## src/rtl/eth_mdio_master.sv

```systemverilog
// eth_mdio_master
// IEEE 802.3 Clause 22 MDIO management master. One command at a time is
// serialised into a 64-bit frame (preamble, ST, OP, PHYAD, REGAD, TA, data)
// on mdio_o/mdio_oe, clocked out against a divided management clock mdc.
// Read frames release the line from the turnaround onward and capture the
// PHY's answer on each MDC rising edge.
//
// Ports
//   clock        in   single clock for all logic
//   reset        in   synchronous, active-high reset
//   cmd_valid    in   command request
//   cmd_ready    out  high while idle and not in reset
//   cmd_write    in   1 = write, 0 = read
//   cmd_phy_addr in   [4:0] PHY address
//   cmd_reg_addr in   [4:0] register address
//   cmd_wdata    in   [15:0] write data
//   rsp_valid    out  one-cycle completion pulse
//   rsp_rdata    out  [15:0] read data, held until the next completion
//   rsp_error    out  turnaround error (no PHY pulled TA low), held
//   mdc          out  management clock to the PHY
//   mdio_o       out  MDIO output value
//   mdio_oe      out  MDIO output enable, 1 = drive
//   mdio_i       in   MDIO pad input
module eth_mdio_master #(
    parameter int unsigned CLK_DIV = 25
) (
    input  logic        clock,
    input  logic        reset,
    input  logic        cmd_valid,
    output logic        cmd_ready,
    input  logic        cmd_write,
    input  logic [4:0]  cmd_phy_addr,
    input  logic [4:0]  cmd_reg_addr,
    input  logic [15:0] cmd_wdata,
    output logic        rsp_valid,
    output logic [15:0] rsp_rdata,
    output logic        rsp_error,
    output logic        mdc,
    output logic        mdio_o,
    output logic        mdio_oe,
    input  logic        mdio_i
);

    typedef enum logic [0:0] {
        IDLE  = 1'b0,
        FRAME = 1'b1
    } state_t;

    // The divider counts one MDC half-period; mdc itself is the phase bit.
    localparam logic [7:0] DIV_LAST = 8'(CLK_DIV - 1);

    state_t      state_r,     state_s;
    logic [7:0]  div_r,       div_s;
    logic [5:0]  bit_r,       bit_s;
    logic [63:0] frame_r,     frame_s;
    logic        write_r,     write_s;
    logic [15:0] shift_r,     shift_s;
    logic        smp_err_r,   smp_err_s;
    logic        mdc_r,       mdc_s;
    logic        mdio_o_r,    mdio_o_s;
    logic        mdio_oe_r,   mdio_oe_s;
    logic        rsp_valid_r, rsp_valid_s;
    logic [15:0] rsp_rdata_r, rsp_rdata_s;
    logic        rsp_error_r, rsp_error_s;

    assign cmd_ready = (state_r == IDLE) && !reset;
    assign rsp_valid = rsp_valid_r;
    assign rsp_rdata = rsp_rdata_r;
    assign rsp_error = rsp_error_r;
    assign mdc       = mdc_r;
    assign mdio_o    = mdio_o_r;
    assign mdio_oe   = mdio_oe_r;

    // Next-state, counter and output computation for the frame sequencer.
    always_comb begin
        state_s     = state_r;
        div_s       = div_r;
        bit_s       = bit_r;
        frame_s     = frame_r;
        write_s     = write_r;
        shift_s     = shift_r;
        smp_err_s   = smp_err_r;
        mdc_s       = mdc_r;
        mdio_o_s    = mdio_o_r;
        mdio_oe_s   = mdio_oe_r;
        rsp_valid_s = 1'b0;
        rsp_rdata_s = rsp_rdata_r;
        rsp_error_s = rsp_error_r;
        case (state_r)
            IDLE: begin
                mdc_s     = 1'b0;
                mdio_o_s  = 1'b1;
                mdio_oe_s = 1'b0;
                if (cmd_valid) begin
                    state_s   = FRAME;
                    div_s     = 8'd0;
                    bit_s     = 6'd0;
                    write_s   = cmd_write;
                    // Read frames carry 1s after REGAD; they are never driven.
                    frame_s   = {32'hFFFF_FFFF, 2'b01,
                                 cmd_write ? 2'b01 : 2'b10,
                                 cmd_phy_addr, cmd_reg_addr,
                                 cmd_write ? 2'b10 : 2'b11,
                                 cmd_write ? cmd_wdata : 16'hFFFF};
                    mdio_o_s  = 1'b1;
                    mdio_oe_s = 1'b1;
                end else begin
                    state_s = IDLE;
                end
            end
            FRAME: begin
                if (div_r == DIV_LAST) begin
                    div_s = 8'd0;
                    if (!mdc_r) begin
                        // MDC rising edge: this is where the PHY's bit is sampled.
                        mdc_s = 1'b1;
                        if (bit_r == 6'd47) begin
                            smp_err_s = mdio_i;
                        end else if (bit_r >= 6'd48) begin
                            shift_s = {shift_r[14:0], mdio_i};
                        end else begin
                            shift_s = shift_r;
                        end
                    end else if (bit_r == 6'd63) begin
                        // End of the last period: report and go idle.
                        state_s     = IDLE;
                        mdc_s       = 1'b0;
                        mdio_o_s    = 1'b1;
                        mdio_oe_s   = 1'b0;
                        rsp_valid_s = 1'b1;
                        if (write_r) begin
                            rsp_error_s = 1'b0;
                        end else begin
                            rsp_rdata_s = shift_r;
                            rsp_error_s = smp_err_r;
                        end
                    end else begin
                        // MDC falling edge: present the next frame bit.
                        mdc_s     = 1'b0;
                        bit_s     = bit_r + 6'd1;
                        mdio_o_s  = frame_r[62];
                        frame_s   = {frame_r[62:0], 1'b1};
                        mdio_oe_s = write_r || (bit_r < 6'd45);
                    end
                end else begin
                    div_s = div_r + 8'd1;
                end
            end
            default: begin
                state_s = IDLE;
            end
        endcase
    end

    // State, counters and registered outputs with synchronous reset.
    always_ff @(posedge clock) begin
        if (reset) begin
            state_r     <= IDLE;
            div_r       <= 8'd0;
            bit_r       <= 6'd0;
            frame_r     <= 64'd0;
            write_r     <= 1'b0;
            shift_r     <= 16'd0;
            smp_err_r   <= 1'b0;
            mdc_r       <= 1'b0;
            mdio_o_r    <= 1'b1;
            mdio_oe_r   <= 1'b0;
            rsp_valid_r <= 1'b0;
            rsp_rdata_r <= 16'd0;
            rsp_error_r <= 1'b0;
        end else begin
            state_r     <= state_s;
            div_r       <= div_s;
            bit_r       <= bit_s;
            frame_r     <= frame_s;
            write_r     <= write_s;
            shift_r     <= shift_s;
            smp_err_r   <= smp_err_s;
            mdc_r       <= mdc_s;
            mdio_o_r    <= mdio_o_s;
            mdio_oe_r   <= mdio_oe_s;
            rsp_valid_r <= rsp_valid_s;
            rsp_rdata_r <= rsp_rdata_s;
            rsp_error_r <= rsp_error_s;
        end
    end

endmodule

```

## config.mk

```make
export PLATFORM = sky130hd
export DESIGN_NAME = eth_mdio_master
export DESIGN_NICKNAME = d
export VERILOG_FILES = /design/src/rtl/eth_mdio_master.sv
export SDC_FILE = /design/constraint.sdc
export NUM_CORES = 1
export LEC_CHECK = 0
export CAP_MARGIN = 20
export CORE_MARGIN = 3
export CORE_UTILIZATION = 45
export CTS_CLUSTER_DIAMETER = 200
export DETAILED_ROUTE_END_ITERATION = 8
export GPL_TIMING_DRIVEN = 0
export PLACE_DENSITY = 0.73
export SYNTH_ARGS = -nofsm -noshare
export SYNTH_HDL_FRONTEND = slang
export SYNTH_SLANG_ARGS = --single-unit
```

## constraint.sdc

```tcl
create_clock -name clock -period 2 [get_ports clock]
set_input_delay 0.2 -clock clock [delete_from_list [all_inputs] [get_ports clock]]
set_output_delay 0.2 -clock clock [all_outputs]
set_load 0.02 [all_outputs]
```

[Word-level counts from Yosys, hierarchy flattened]
Index checks and enable logic that the tools add are counted.
Widths: inputs -> output; s select.
Word-level totals
  register bits: 117
  input port bits: 31
  output and inout port bits: 22
  word-level logic and storage cells: 74
Cells by class
  add/sub/neg operators: 2
  $lt $le $gt $ge: 2
  equality and inequality tests: 7
  mux-type cells: 34
  bitwise logic cells: 5
  reduce and logical (&&, ||, !) cells: 11
Operator list (number)
  $mux 63: 4
  $pmux 63 s2: 1
  $mux 6: 4
  $mux 16: 1
  $mux 8: 2
  $pmux 8 s2: 1
  $mux 1: 15
  $eq 6x6->1 const B: 2
  $pmux 6 s2: 1
  $reduce_and 4->1: 3
  $reduce_and 5->1: 2
  $add 8x1->8 const B: 1
  $eq 8x5->1 const B: 1
  $pmux 1 s2: 4
  $add 6x1->6 const B: 1
  $ge 6x6->1 const B: 1
  $lt 6x6->1 const B: 1
  $not 1->1: 5
  $ne 2x1->1 const B: 2
  $ne 2x2->1 const B: 2
  $reduce_and 2->1: 2
  $reduce_or 4->1: 1
  $mux 2: 1
  $logic_and 1x1->1: 1
  2 further kinds: 2

[Logic depth before layout (Yosys ltp)]
Gate-level depths: netlist (run 1).
  word-level depth: 6
  mapped depth: 8
  depth with buffers taken out: 6

[Least setup slack after synthesis (run 1)]
No wires, ideal clock.
  path type: reg-to-reg
  start point: register div_r[0]
  end point: register frame_r[54]
  setup time: 0.119 ns
  arrival: 1.608 ns
  required time: 1.881 ns
  slack: 0.273 ns
  stages on the path, launching flop included: 8
  path buffers: 1
  clock period less this slack: 1.727 ns
  cell sequence: dfxtp_1 > inv_1 > ha_1 > and4b_2 > a21oi_4 > nor2_2 > buf_2 > o221a_2
Between the ends
  longest elaborated chain between the ends: 3
Ends and longest elaborated chain
  start: declaration: line 53  | logic [7:0] div_r, div_s;
  start signal: assignment: line 173  | div_r <= div_s;
  $eq 8x5->1: line 112  | if (div_r == DIV_LAST) begin
  $ne 2x1->1 (no line)
  $reduce_and 4->1 (no line)
  end signal: assignment: line 175  | frame_r <= frame_s;
  end: declaration: line 55  | logic [63:0] frame_r, frame_s;
No other way between the ends.
A chain may end at the register's enable or synchronous reset.

[Worst setup path after layout (run 1)]
  start point: register bit_r[0]
  end point: register frame_r[58]
Between the ends
  longest elaborated chain between the ends: 3
Ends and longest elaborated chain
  start: declaration: line 54  | logic [5:0] bit_r, bit_s;
  start signal: assignment: line 174  | bit_r <= bit_s;
  $eq 6x6->1: line 124  | end else if (bit_r == 6'd63) begin
  $ne 2x2->1 (no line)
  $reduce_and 4->1 (no line)
No other way between the ends.

==> impl_metrics.yaml, run 1 <==
hold_path:
  whs_path_depth: 3
  whs_endpoint: "frame_r[0]$_SDFFE_PP0P_"
  hold_class: "in -> reg"
  min_from: "cmd_wdata[0]"
critical_path:
  reg2reg_slack_ps: 120
  path_cells: "ha_1 -> nand4_1 -> buf_4 -> o22ai_4 -> nor2_4 -> buf_2 -> o221a_2"
  crit_path_max_fanout: 10
  timing.rr.end: "frame_r[58]$_SDFFE_PP0P_"
  worstPathRequired_ps: 2410
  cpMaxStageDelayCell: "dfxtp_1"
  arrival_ps: 2290
  end_kind: "flop"
  critical_path_class: "reg -> reg"
  path_buf_inv: 2
  timing.rr.start: "bit_r[0]$_SDFFE_PP0P_"
  max_stage_delay_ps: 400
  critPathLaunchType: "flop"
  crit_family: "compound AO/OA/AOI/OAI gates"
  r2r_cells: 7
sta:
  worstMarginPinSlew_ps: 592.7
  post-route-period-util_pct: 94.13
  setup_viol: 0
  setup-tns-final_ps: 0
  finClkSkew_ps: 9.825
  post-route-min-period_ps: 1883
  relSlewSlack_pct: 60.49
  hold_violations: 0
  slew_violations: 0
  max_freq_ghz: 0.5312
global_route:
  grtUsageTotal_pct: 21.73
  grt.overflow.total: 0
  antenna_found_initial: 0
  grt_pass1_vias: 4283
  grt_max_degree: 17
  grt_pass1_wl_um: 20740
synth:
  synth_edf_count: 0
  ys_types: 53
  avgSynthCellArea_sq_um: 9.441
  synthFlopType: "dfxtp_1"
  ys_ff_latch: 117
  async_flop_share_pct: 0
  seq_area_frac_synth_pct: 48.36
  syn-cell-area_sq_um: 4843
  yosys_warnings: 0
  syn-instance-count: 513
  syn_nets: 548
pwr:
  seqPwrFrac_pct: 41.1
  leakage_uw: 0.002217
  power.internal_uw: 4715
  netSwitchingPower_uw: 1347
  p_per_area_nw_per_um2: 972.3
  clkPwrFrac_pct: 51.1
  power_frac_comb_pct: 7.8
  peakVddDrop_v: 0.0006127
  switching_share_pct: 22.23
floorplan:
  die_h_um: 109.7
  io_pins: 53
  rows: 37
  core_sq_um: 10420
  die_w_um: 109.7
  dieArea_sq_um: 12040
  start_util_pct: 46.50
clock_tree:
  cts_root_buffer: "clkbuf_8"
  cts_buffer_depth: 2
  clock-sinks: 117
  cts_hold_buf: 0
  cts.clk_slew.worst_paths_ps: 60
  tritoncts: "done"
  numCtsBuffers: 17
  worstSkewPairLatency_ps: 530
  htreeDepth: 4
cells_and_area:
  syn2layout_area_growth_pct: 28.73
  fin_nets: 622
  final_core_util_pct: 59.86
  seq_area_sq_um: 2344
  multi_input_area_sq_um: 2271
  drive_gt1_share_pct: 19.33
  diodes: 0
  nFillCells: 871
place:
  portBuffers: 51
  gp_congestion: 0.8571
  hpwl_um: 8276
job:
  cap_violations: 0
outcome:
  status: "complete, no violations"
route:
  drc_errors: 0
  drt-total-wl_um: 12360
  wl_per_cell_um: 16.80
  ant_nets: 0
  drtIter0Drc: 346
  avgViaCountPerCell: 5.861
  dr.pass1.iters: 5
  vias: 4314
routing by layer:
metal / GRT usage, % / share of wire, % / wire length, um
met3: 5.461 / 5.6 / 698
met2: 34.87 / 47 / 5794
met5: 0 / 0 / 0
met1: 27.99 / 46 / 5627
met4: 8.638 / 2.0 / 243
registers in the layout, summed over array words and instances (netlist names):
name	flops
frame_r	63
rsp_rdata	16
shift_r	16
div_r	8
bit_r	6
mdc	1
mdio_o	1
mdio_oe	1
rsp_error	1
rsp_valid	1
smp_err_r	1
state_r	1
write_r	1
cell usage after synthesis, drive strengths merged, types with 2 or more instances:
library cell,number,area [sq um]
or3,2,17.52
a211oi,13,97.59
clkbuf,23,87.58
and4,2,17.52
a41oi,2,17.52
nand2,38,142.6
nor3,8,56.31
o21ai,37,196.4
and2,2,12.51
mux2i,11,110.1
o221a,33,371.6
or4,5,37.54
nand4,5,31.28
o2111ai,16,140.1
buf,24,136.4
nand2b,15,93.84
o211ai,2,15.01
inv,12,45.04
o211a,4,40.04
a21oi,75,386.6
and3,5,31.28
a31o,2,17.52
dfxtp,117,2342
o31ai,5,37.54
nand4b,2,17.52
ha,4,50.05
a311oi,4,35.03
nor2,12,47.55
nand3,22,115.1
layout make-up:
| type | count | share of cell area, % |
|---|---|---|
| plain buffers | 46 | 4.034 |
| clock buffers | 24 | 7.867 |
| clock inverters | 8 | 1.927 |
| inverters | 12 | 0.7225 |
| multi-input cells | 337 | 36.42 |
| flip-flops and latches | 117 | 37.59 |
| well taps | 136 | 2.729 |
| repair buffers | 56 | 8.710 |
power by group through the flow:
stage / combinational, uW / sequential, uW / clock (uW)
after global routing: 512 / 2500 / 3220
after CTS: 461 / 2490 / 3120
after detailed placement: 450 / 2540 / 0
after floorplan: 298 / 2520 / 0
final: 472 / 2490 / 3100
after global placement: 438 / 2530 / 0
worst max-delay path by stage:
stage / to / start / depth (start not counted)
floorplan: frame_r[54]$_SDFFE_PP0P_ / div_r[0]$_SDFFE_PP0P_ / 7
global placement: frame_r[12]$_SDFFE_PP0P_ / cmd_valid / 7
detailed placement: frame_r[12]$_SDFFE_PP0P_ / cmd_valid / 7
CTS: rsp_rdata[9]$_SDFFE_PP0P_ / bit_r[0]$_SDFFE_PP0P_ / 6
global route: frame_r[59]$_SDFFE_PP0P_ / bit_r[0]$_SDFFE_PP0P_ / 7
finish: frame_r[58]$_SDFFE_PP0P_ / bit_r[0]$_SDFFE_PP0P_ / 7
cell usage in the layout (no fill, tap or decap), types with 4 or more instances in the layout:
master,instances
a311oi_1,4
o31ai_1,5
and3_1,5
nor3_1,6
o211a_1,4
a21oi_1,74
clkbuf_8,6
nand4_1,5
o221a_2,32
nand2_1,38
buf_4,14
clkbuf_1,18
buf_2,12
or4_1,5
clkdlybuf4s50_1,50
dfxtp_1,116
nand3_1,20
a211oi_1,13
ha_1,4
mux2i_1,11
o2111ai_1,16
clkbuf_2,7
nor2_1,10
inv_1,11
clkbuf_16,16
o21ai_0,36
nand2b_1,15
worst register-to-register path: stages (launching register included):
cell and delay, ps:
dfxtp_1 400, ha_1 240, nand4_1 130, buf_4 190, o22ai_4 220, nor2_4 110, buf_2 200, o221a_2 280
what timing repair did:
item	CTS	global route
gates resized for setup	10	27
setup buffers	0	5
pin swaps	0	3
setup endpoints to repair	22	95
endpoints found under the hold margin	0	0
stage by stage:
| step | setup slack, ps | instance area (sq um) | power, uW | hold WS (ps) | instances |
|---|---|---|---|---|---|
| floorplan | 273.0 | 4843 | 2820 | 309.7 | 513 |
| global placement | -240.7 | 5524 | 2970 | 448.4 | 700 |
| detailed placement | -278.4 | 5524 | 2987 | 460.2 | 700 |
| CTS | 0.6528 | 6160 | 6073 | 254.3 | 732 |
| global route | -37.94 | 6235 | 6237 | 287.4 | 736 |
| finish | 117.4 | 6235 | 6062 | 260.5 | 736 |
cells by family after synthesis:
family                   after synthesis  share of synthesized area [%]
AO/OA/AOI/OAI                        199                          29.09
adder cells (fa/ha/maj)                4                          1.033
buffers and inverters                 59                          5.554
XOR/XNOR                               1                         0.1809
flip-flops                           117                          48.36
AND/OR/NAND/NOR                      122                          13.51
multiplexers                          11                          2.273
Power figures use the tool's default switching activity.
==> run 2, diff against run 1 <==
--- a/config.mk
+++ b/config.mk
@@ -7,11 +7,11 @@
 export LEC_CHECK = 0
 export CAP_MARGIN = 20
 export CORE_MARGIN = 3
-export CORE_UTILIZATION = 45
+export CORE_UTILIZATION = 34
 export CTS_CLUSTER_DIAMETER = 200
 export DETAILED_ROUTE_END_ITERATION = 8
 export GPL_TIMING_DRIVEN = 0
-export PLACE_DENSITY = 0.73
+export PLACE_DENSITY = 0.6
 export SYNTH_ARGS = -nofsm -noshare
 export SYNTH_HDL_FRONTEND = slang
 export SYNTH_SLANG_ARGS = --single-unit
==> run 2 against run 1 <==
  * Utilization fell by 13 points
  * Sequential share of layout area decreased by 0.80 points
  * Final cell count increased by 5.8%
  * Combinational power is 3% higher
  * Critical endpoint is now frame_r[54]$_SDFFE_PP0P_
==> impl_metrics.yaml, run 2 (synthesis gave the netlist of run 1 again) <==
cells_and_area:
  seq_area_sq_um: 2344
  syn2layout_area_growth_pct: 31.52
  diodes: 0
  fin_nets: 626
  final_core_util_pct: 46.98
  final_common_cell: "dfxtp_1"
  top_register: "frame_r"
  nFillCells: 1283
  largest_reg_flops: 63
  final_cell_mix: "116 x dfxtp_1, 74 x a21oi_1, 50 x clkdlybuf4s50_1"
  drive_gt1_share_pct: 19.90
  multi_input_area_sq_um: 2275
  final_cells: 779
clock_tree:
  htreeDepth: 4
  numCtsBuffers: 17
  cts_hold_buf: 0
  cts.clk_slew.worst_paths_ps: 50
  tritoncts: "done"
  worstSkewPairLatency_ps: 410
  cts_buffer_depth: 2
  cts_root_buffer: "clkbuf_16"
  clock-sinks: 117
place:
  gp_congestion: 0.8467
  pre_cts_slack_ps: -260.3
  portBuffers: 51
  dp.cells: 740
  hpwl_um: 8791
route:
  avgViaCountPerCell: 5.503
  drc_errors: 0
  wl_per_cell_um: 16.45
  dr.pass1.iters: 5
  drt-total-wl_um: 12820
  vias: 4287
  ant_nets: 0
  drtIter0Drc: 255
critical_path:
  end_kind: "flop"
  reg2reg_slack_ps: 90
  timing.rr.end: "frame_r[54]$_SDFFE_PP0P_"
  startpoint: "div_r[1]$_SDFFE_PP0P_"
  crit_path_max_fanout: 10
  critPathLaunchType: "flop"
  worstSetupEndpoint: "frame_r[54]$_SDFFE_PP0P_"
  timing.rr.start: "div_r[1]$_SDFFE_PP0P_"
  arrival_ps: 2210
  worstPathRequired_ps: 2300
  critical_path_class: "reg -> reg"
  r2r_cells: 7
sta:
  setup_ws_ps: 93.41
  finClkSkew_ps: 6.313
  rsz0062_at_grt: "no"
  setup-tns-final_ps: 0
  relSlewSlack_pct: 61.28
  hold_violations: 0
  post-route-period-util_pct: 95.33
  worstMarginPinSlew_ps: 580.8
  slew_violations: 0
  setup_viol: 0
  post-route-min-period_ps: 1907
  max_freq_ghz: 0.5245
job:
  cap_violations: 0
hold_path:
  hold_class: "in -> reg"
floorplan:
  rows: 42
  core_sq_um: 13560
  die_w_um: 125.4
  dieArea_sq_um: 15710
  start_util_pct: 35.72
  die_h_um: 125.4
  io_pins: 53
pwr:
  p_per_area_nw_per_um2: 979.5
  peakVddDrop_v: 0.0006561
  leakage_uw: 0.002261
  power_uw: 6240
global_route:
  grt_max_degree: 17
  grt_pass1_wl_um: 20980
  antenna_found_initial: 0
  grtUsageTotal_pct: 16.30
  grt_pass1_vias: 4059
  grt.overflow.total: 0
outcome:
  status: "complete, no violations"
-- run 2: cell count changes in the layout (fill, tap and decap cells not counted), moves of 2 or more --
| cell | change |
|---|---|
| buf_2 | -3 |
| buf_6 | +2 |
| clkbuf_1 | -2 |
| clkbuf_4 | +3 |
-- run 2: layer usage --
layer | global-route usage, % | vias up | share of wire (%)
met4 | 5.548 | 0 | 1.3
li1 | - | 2100 | -
met1 | 22.16 | 2073 | 48
met3 | 4.478 | 18 | 3.9
met2 | 25.09 | 96 | 47
met5 | 0 | - | 0
-- run 2: worst min-delay path by stage --
stage                              from                  endpoint  slack, ps  depth (start not counted)
6_report                   cmd_wdata[0]   frame_r[0]$_SDFFE_PP0P_        400                          3
5_1_grt                    cmd_wdata[0]   frame_r[0]$_SDFFE_PP0P_        410                          3
4_1_cts                    cmd_wdata[0]   frame_r[0]$_SDFFE_PP0P_        370                          3
3_5_place_dp   shift_r[15]$_SDFFE_PP0P_  shift_r[15]$_SDFFE_PP0P_        450                          2
3_3_place_gp    frame_r[3]$_SDFFE_PP0P_   frame_r[3]$_SDFFE_PP0P_        450                          2
2_1_floorplan                 cmd_write   frame_r[0]$_SDFFE_PP0P_        310                          1
-- run 2: layout make-up --
cell class | instances | share of cell area (%)
Tap cell | 176 | 3.457
Multi-Input combinational cell | 337 | 35.71
Buffer | 47 | 4.282
Clock inverter | 8 | 2.279
Timing Repair Buffer | 59 | 8.957
Clock buffer | 23 | 7.818
Sequential cell | 117 | 36.79
Inverter | 12 | 0.7071
-- run 2: metrics by stage --
stage / instance area [sq um] / hold slack, ps
global route: 6370 / 412.5
detailed placement: 5574 / 454.4
CTS: 6233 / 374.2
floorplan: 4843 / 309.7
global placement: 5574 / 452.6
finish: 6370 / 404.4
-- run 2: critical path: stages, from the launching register on --
cell and delay (ps):
dfxtp_1 370, inv_1 60, ha_1 190, and4b_2 290
a21oi_4 270, nor2_4 120, clkbuf_4 220, o221a_2 280
-- run 2: report_power, final --
group / internal, uW / switching, uW
sequential: 2440 / 55.3
combinational: 230 / 258
clock: 2240 / 1020
total: 4900 / 1340
-- run 2: what timing repair did --
action                     4_1_cts  5_1_grt
pin swaps                        1        3
setup buffers                    0        8
gates resized for setup          7       38
setup endpoints to repair       27       83
==> run 3, diff against run 2 <==
--- a/config.mk
+++ b/config.mk
@@ -7,11 +7,11 @@
 export LEC_CHECK = 0
 export CAP_MARGIN = 20
 export CORE_MARGIN = 3
-export CORE_UTILIZATION = 34
+export CORE_UTILIZATION = 40
 export CTS_CLUSTER_DIAMETER = 200
 export DETAILED_ROUTE_END_ITERATION = 8
 export GPL_TIMING_DRIVEN = 0
-export PLACE_DENSITY = 0.6
+export PLACE_DENSITY = 0.67
 export SYNTH_ARGS = -nofsm -noshare
 export SYNTH_HDL_FRONTEND = slang
 export SYNTH_SLANG_ARGS = --single-unit
==> constraint.sdc (replaced) <==
create_clock -name clock -period 1.95 [get_ports clock]
set_input_delay 0.195 -clock clock [delete_from_list [all_inputs] [get_ports clock]]
set_output_delay 0.195 -clock clock [all_outputs]
set_load 0.02 [all_outputs]
==> run 3 against run 2 <==
  * Utilization rose by 8.0 points
  * Sequential power rose by 3%
  * Critical path depth fell by 1
  * Hold slack got worse by 11 ps
  * Final cell count fell by 3.5%
  * Via count rose by 1.8%
  * Flip-flop and latch count did not move
  * Largest power group unchanged
==> impl_metrics.yaml, run 3 (synthesis gave the netlist of run 1 again) <==
route:
  avgViaCountPerCell: 5.805
  top_layer_used: "met4"
  dr_wl_met2_um: 6137
  wl_per_cell_um: 16.84
  drt-total-wl_um: 12670
  drc_errors: 0
  vias: 4365
  wl_met1_um: 5694
  drtIter0Drc: 271
  dr.pass1.iters: 5
  ant_nets: 0
  wl_met3_um: 627
critical_path:
  path_cells: "ha_2 -> nand4_1 -> o22ai_4 -> nor2_4 -> buf_4 -> o221a_2"
  critical_path_class: "reg -> reg"
  crit_path_max_fanout: 10
  end_kind: "flop"
  cpMaxStageDelayCell: "dfxtp_2"
  timing.rr.end: "frame_r[58]$_SDFFE_PP0P_"
  startpoint: "bit_r[0]$_SDFFE_PP0P_"
  worstPathRequired_ps: 2250
  arrival_ps: 2190
  timing.rr.start: "bit_r[0]$_SDFFE_PP0P_"
  r2r_cells: 6
  max_stage_delay_ps: 370
  worstSetupEndpoint: "frame_r[58]$_SDFFE_PP0P_"
  reg2reg_slack_ps: 60
  critPathLaunchType: "flop"
cells_and_area:
  multi_input_area_sq_um: 2288
  final_cell_mix: "113 x dfxtp_1, 74 x a21oi_1, 50 x clkdlybuf4s50_1"
  design_area_sq_um: 6384
  top_register: "frame_r"
  largest_reg_flops: 63
  nFillCells: 1041
  seq_area_sq_um: 2347
  fin_nets: 631
  drive_gt1_share_pct: 21.18
  syn2layout_area_growth_pct: 31.80
  diodes: 0
  final_common_cell: "dfxtp_1"
global_route:
  grtUsageTotal_pct: 19.00
  antenna_found_initial: 0
  grt_pass1_wl_um: 20360
  grt_max_degree: 17
  grt_pass1_vias: 4243
  grt.overflow.total: 0
clock_tree:
  cts_buffer_depth: 2
  htreeDepth: 4
  worstSkewPairLatency_ps: 420
  cts.clk_slew.worst_paths_ps: 50
  clock-sinks: 117
  cts_root_buffer: "clkbuf_16"
  numCtsBuffers: 17
  tritoncts: "done"
pwr:
  peakVddDrop_v: 0.0006689
  leakage_uw: 0.002281
  p_per_area_nw_per_um2: 1005
  power_uw: 6413
sta:
  post-route-period-util_pct: 96.92
  worstMarginPinSlew_ps: 613.8
  relSlewSlack_pct: 59.08
  setup_viol: 0
  hold_violations: 0
  post-route-min-period_ps: 1890
  finClkSkew_ps: 8.515
  slew_violations: 0
  max_freq_ghz: 0.5291
floorplan:
  core_sq_um: 11610
  io_pins: 53
  dieArea_sq_um: 13470
  die_w_um: 116.0
  rows: 39
  die_h_um: 116.0
  start_util_pct: 41.70
job:
  cap_violations: 0
place:
  hpwl_um: 8517
  gp_congestion: 0.8968
  placed_area_sq_um: 5533
  portBuffers: 51
outcome:
  status: "complete, no violations"
hold_path:
  hold_class: "in -> reg"
  min_from: "reset"
## run 3: metal layers
metal / GRT usage (%) / up-vias
met5: 0 / -
met4: 6.110 / 0
met3: 5.431 / 21
met2: 30.84 / 118
met1: 24.47 / 2120
li1: - / 2106
## run 3: how the worst min path moves through the flow
stage	endpoint	slack, ps	depth (start not counted)
2_1_floorplan	frame_r[0]$_SDFFE_PP0P_	300	1
3_3_place_gp	frame_r[3]$_SDFFE_PP0P_	450	2
3_5_place_dp	shift_r[3]$_SDFFE_PP0P_	460	2
4_1_cts	bit_r[5]$_SDFFE_PP0P_	380	4
5_1_grt	frame_r[0]$_SDFFE_PP0P_	410	3
6_report	bit_r[3]$_SDFFE_PP0P_	390	4
## run 3: where the power goes
part           total [uW]  switching [uW]  leakage (uW)  internal, uW
Sequential           2560            55.7      0.000957          2500
Combinational         492             260       0.00102           232
Clock                3370            1070      0.000301          2300
Total                6410            1390       0.00228          5030
## run 3: final cells by class
cell class                 count  area share (%)
tap                          143           2.803
inverter                      12          0.7056
buffer                        46           4.390
multi-input combinational    337           35.85
clock buffer                  23           7.174
timing repair buffer          65           9.565
clock inverter                 9           2.744
sequential                   117           36.77
## run 3: critical path, delay by kind of cell, from the launching register on
family,cells,cell delay [ps]
AOI/OAI and AO/OA,2,600
adders and majority gates,1,230
buffers and inverters,1,200
DFF,1,370
and+or+nand+nor,2,370
## run 3: metrics by stage
stage	std cells	setup WS, ps	hold WS [ps]	util [%]	TNS [ps]
finish	752	59.98	393.0	54.97	0
global route	752	-7.583	407.3	54.97	-19.53
detailed placement	707	-291.1	460.4	47.64	-14950
CTS	741	-9.446	375.5	53.61	-17.19
global placement	707	-261.1	451.3	47.64	-13020
floorplan	513	223.0	304.7	-	0
## run 3: repair_timing
item / 4_1_cts / 5_1_grt
setup endpoints to repair: 74 / 86
hold buffers: 0 / 0
gates resized for setup: 15 / 41
setup buffers: 2 / 12
pin swaps: 3 / 6
